### src/rtl/regfile_2r1w.sv
// -----------------------------------------------------------------------------
// regfile_2r1w
//
// Bank of DEPTH registers of WIDTH bits with one synchronous write port and two
// independent read ports (A and B). Each read port has a registered output and
// write-to-read bypass: a read sees the value storage will hold after the same
// edge, so d_a/d_b never lag storage. A disabled port drives zero rather than
// holding its last value, so the outputs can be OR-ed onto a shared operand bus.
//
// Parameters
//   WIDTH     data width of each register
//   DEPTH     number of registers (2..256)
//   ZERO_REG  1: register 0 reads as zero and ignores writes
//   AW        address width, derived from DEPTH
//
// Ports
//   clock      rising-edge clock
//   reset      synchronous active-high; clears storage and both outputs
//   clear      synchronous active-high functional clear of storage
//   we         write enable
//   wr_addr    write address
//   wr_data    write data
//   oe_a       read enable, port A
//   rd_addr_a  read address, port A
//   d_a        registered read data, port A (zero when oe_a was low)
//   oe_b       read enable, port B
//   rd_addr_b  read address, port B
//   d_b        registered read data, port B (zero when oe_b was low)
//
// Edge priority: reset > clear > we.
// -----------------------------------------------------------------------------
module regfile_2r1w #(
    parameter int WIDTH    = 16,
    parameter int DEPTH    = 8,
    parameter int ZERO_REG = 1,
    localparam int AW      = (DEPTH > 1) ? $clog2(DEPTH) : 1
) (
    input  logic             clock,
    input  logic             reset,
    input  logic             clear,
    input  logic             we,
    input  logic [AW-1:0]    wr_addr,
    input  logic [WIDTH-1:0] wr_data,
    input  logic             oe_a,
    input  logic [AW-1:0]    rd_addr_a,
    output logic [WIDTH-1:0] d_a,
    input  logic             oe_b,
    input  logic [AW-1:0]    rd_addr_b,
    output logic [WIDTH-1:0] d_b
);

    // DEPTH expressed in AW+1 bits so it can be compared against an address
    // without mixing widths. Only matters when DEPTH is not a power of two.
    localparam logic [AW:0] DEPTH_LIMIT = DEPTH[AW:0];

    logic [WIDTH-1:0] regs [DEPTH];

    logic             wr_effective;
    logic [WIDTH-1:0] next_a;
    logic [WIDTH-1:0] next_b;

    // True when addr names a real register that can hold a nonzero value.
    function automatic logic addr_live(input logic [AW-1:0] addr);
        logic live;
        live = ({1'b0, addr} < DEPTH_LIMIT);
        if ((ZERO_REG != 0) && (addr == '0)) begin
            live = 1'b0;
        end
        return live;
    endfunction

    // Value register addr will hold after this edge (reset excluded; reset
    // overrides the outputs directly in the sequential block).
    function automatic logic [WIDTH-1:0] post_update(input logic [AW-1:0] addr);
        logic [WIDTH-1:0] value;
        value = '0;
        for (int i = 0; i < DEPTH; i++) begin
            if (addr == i[AW-1:0]) begin
                value = regs[i];
            end
        end
        // Bypass: a same-edge write to this address wins over stored data.
        if (wr_effective && (wr_addr == addr)) begin
            value = wr_data;
        end
        if (clear || !addr_live(addr)) begin
            value = '0;
        end
        return value;
    endfunction

    // Writes to the hardwired zero register or past the end of the bank are
    // dropped here so neither storage nor the bypass path ever sees them.
    always_comb begin
        wr_effective = we && addr_live(wr_addr);
    end

    // NOTE: every signal assigned in always_comb gets a value on every path
    // (here, unconditionally) so no latch is inferred.
    always_comb begin
        next_a = oe_a ? post_update(rd_addr_a) : '0;
        next_b = oe_b ? post_update(rd_addr_b) : '0;
    end

    // NOTE: all state is updated with non-blocking assignments so every flop
    // samples the pre-edge values of its inputs, independent of statement order.
    // NOTE: the storage array is built from flops and is reset with the outputs;
    // the bank must read zero after reset, so it is not left as uninitialised RAM.
    always_ff @(posedge clock) begin
        if (reset) begin
            for (int i = 0; i < DEPTH; i++) begin
                regs[i] <= '0;
            end
            d_a <= '0;
            d_b <= '0;
        end else begin
            if (clear) begin
                for (int i = 0; i < DEPTH; i++) begin
                    regs[i] <= '0;
                end
            end else if (wr_effective) begin
                for (int i = 0; i < DEPTH; i++) begin
                    if (wr_addr == i[AW-1:0]) begin
                        regs[i] <= wr_data;
                    end
                end
            end
            d_a <= next_a;
            d_b <= next_b;
        end
    end

endmodule
### config.mk
export PLATFORM = sky130hd
export DESIGN_NAME = regfile_2r1w
export DESIGN_NICKNAME = d
export VERILOG_FILES = /design/src/rtl/regfile_2r1w.sv
export SDC_FILE = /design/constraint.sdc
export NUM_CORES = 1
export LEC_CHECK = 0
export ABC_AREA = 1
export BUFFER_PORTS_ARGS = -buffer_cell sky130_fd_sc_hd__buf_2
export CAP_MARGIN = 20
export CORE_MARGIN = 2
export CORE_UTILIZATION = 52
export CTS_BUF_LIST = sky130_fd_sc_hd__clkbuf_8
export DETAILED_ROUTE_END_ITERATION = 8
export PLACE_DENSITY = 0.78
export SYNTH_ARGS = -nofsm -noshare
export SYNTH_HDL_FRONTEND = slang
export SYNTH_SLANG_ARGS = --single-unit
### constraint.sdc
create_clock -name clock -period 3.4 [get_ports clock]
set_clock_uncertainty 0.1 [all_clocks]
set_input_delay 0.34 -clock clock [delete_from_list [all_inputs] [get_ports clock]]
set_output_delay 0.34 -clock clock [all_outputs]
set_load 0.005 [all_outputs]
==> impl_metrics.toml <==
[cts]
post_cts_buffers = 0
cts_buffer_depth = 2
cts_root_buf = "clkbuf_8"
cts.htree.levels = 4
clock_sinks = 160
clkSlewWorstSetupHoldPaths_ps = 90
cts_tree = "done"
clk_latency_ps = 480
cts-hold-fix-buffers = 0
numCtsBuffers = 17
cts_resized = 0

[drt]
post-route-drc-count = 0
wirelength_um = 25000
vias_per_cell = 5.70
dr.pass1.iters = 6
first_iter_violations = 1012
antenna_left = 0
vias = 7407
wl_per_cell_um = 19.2

[setup_path]
worst-r2r-setup-slack_ps = 2120
worst-r2r-cell-count = 6
arrival_ps = 2210
cp-start-kind = "input pin"
cp_max_fo = 17
r2r_start = "regs[0][20]"
crit_type = "input pin to flip-flop"
critical_path_required_ps = 3400
slowest_stage = "nand2_1"
timing.critical_path.cells = "buf_2 -> inv_1 -> nor2_1 -> nand4_2 -> nand2_1"
cpPeakStageDelay_ps = 830
endpoint_kind = "flip-flop"
crit_path_end = "regs[1][16]"
r2r-end = "d_a[4]"
cp-startpoint = "wr_addr[0]"

[synthesis]
yosys_warnings = 0
ys_async_sr_fraction_pct = 0
avgSynthCellArea_um2 = 8.05
synth_cells = 1028
yosysMostFrequentCell = "nor2_1"
syn_nets = 1059
synth-seq-cells = 160
synth.distinct_cells = 28
synth_area_leader_cell = "edfxtp_1"
syn_area_um2 = 8280
synth_common_cells = "nor2_1 (198), nand2_1 (187), inv_1 (153), edfxtp_1 (112), nand4_1 (99)"
synth_flop_cell = "edfxtp_1"
yosys.area.top_type_share_pct = 40.6
ys_top_cells_by_area = "edfxtp_1 (41%), dfxtp_1 (12%), nor2_1 (9.0%), nand2_1 (8.5%), nand4_1 (7.5%)"
synth_edf_count = 112
seq_area_frac_synth_pct = 52.2

[die]
core_um2 = 15700
fp.dieArea_um2 = 16900
die_h_um = 130
io_pins = 63
row_count = 46
start_util_pct = 52.7
die_w_um = 130

[pwr]
p_per_area_nw_per_um2 = 439
ir_worst_vdd_v = 0.000494
power_leakage_nw = 3.91
total_power_mw = 3.97

[sta]
drv_slew = 0
period_needed_ps = 2210
setup-tns-final_ps = 0
final-setup-viol-count = 0
min_period_over_period_pct = 65.0
hold_violations = 0
fmax_mhz = 453
rsz0062_at_grt = "no"
worstMarginPinSlew_ps = 1030
slew_headroom_pct = 31.2

[final_layout]
fin_nets = 1101
diodes = 0
drive_gt1_share_pct = 12.6
area_growth_syn_to_layout_pct = 9.24

[status]
status = "finished, final reports clean"

[hold_path]
worstHoldPathType = "input pin to flip-flop"

[global_route]
grt_overflow = 0
grt_pass1_wl_um = 37800
grt_antenna_before_repair = 0
first_global_vias = 7059
grt_max_degree = 39
grt.total_usage_pct = 30.5

[placed_design]
gp_congestion = 0.918
hpwl_um = 16600
port_buffers = 62

[job]
maxCapViolCount = 0
## sequential cells by signal, summed over array words and instances (netlist names)
signal / count
d_a: 16
d_b: 16
regs: 128
## power breakdown
group | internal, mW | leakage, nW | switching (mW) | total, mW
sequential | 2.17 | 1.61 | 0.0392 | 2.21
clock | 0.574 | 0.197 | 0.759 | 1.33
combinational | 0.110 | 2.10 | 0.323 | 0.433
total | 2.85 | 3.91 | 1.12 | 3.97
## routing by layer
metal  up-vias  routed length, um  GRT usage, %
met4         0               1390          18.0
met3       101               2390          7.95
li1       3452                  -             -
met2       445              12000          49.0
met5         -                  0             0
met1      3409               9180          37.3
## cell usage in the layout, fill, tap and decap left out, drive strengths merged
master	count
nand2	190
xnor2	6
clkinv	4
buf	83
edfxtp	112
a21oi	37
o21ai	65
or2	2
bufinv	1
inv	166
o31ai	1
clkbuf	17
nand4	103
nand3	44
nor3	3
dfxtp	48
nor2	201
## how the worst min path moves through the flow
stage | start | cells after the start | slack (ps) | endpoint
after floorplan | regs[0][0] | 2 | 320 | regs[0][0]
after global placement | regs[0][11] | 2 | 340 | regs[0][11]
after detailed placement | regs[0][10] | 2 | 340 | regs[0][10]
after CTS | wr_data[14] | 3 | 50 | d_b[14]
after global routing | wr_data[14] | 3 | 70 | d_b[14]
final | wr_data[14] | 3 | 50 | d_b[14]
## stage by stage
stage,worst slack (ps),area (um^2),util [%],std cells,hold WS (ps)
floorplan,979,8280,-,1028,323
global placement,797,8690,55.3,1267,336
detailed placement,747,8690,55.3,1267,342
CTS,1250,9040,57.5,1299,49.5
global route,1120,9040,57.5,1299,65.3
finish,1190,9040,57.5,1299,51.1
## area by class of cell
| class | instances | area [um^2] |
|---|---|---|
| clock buffers | 17 | 234 |
| clock inverters | 15 | 115 |
| fillers | 1369 | 6670 |
| inverters | 156 | 586 |
| multi-input cells | 652 | 3050 |
| flip-flops and latches | 160 | 4320 |
| well taps | 216 | 270 |
| repair buffers | 83 | 468 |
## critical path, delay by kind of cell
kind | cells | cell delay, ps
buf+inv | 2 | 330
simple gates | 3 | 1520
## logic make-up after synthesis
| group | count (synthesis) | synth area share [%] |
|---|---|---|
| DFF | 160 | 52.2 |
| xor gates and xnor gates | 6 | 0.635 |
| buffers and inverters | 216 | 11.0 |
| and+or+nand+nor | 543 | 29.7 |
| AOI/OAI and AO/OA | 103 | 6.39 |
No activity file was read; power rests on OpenSTA's default activity.
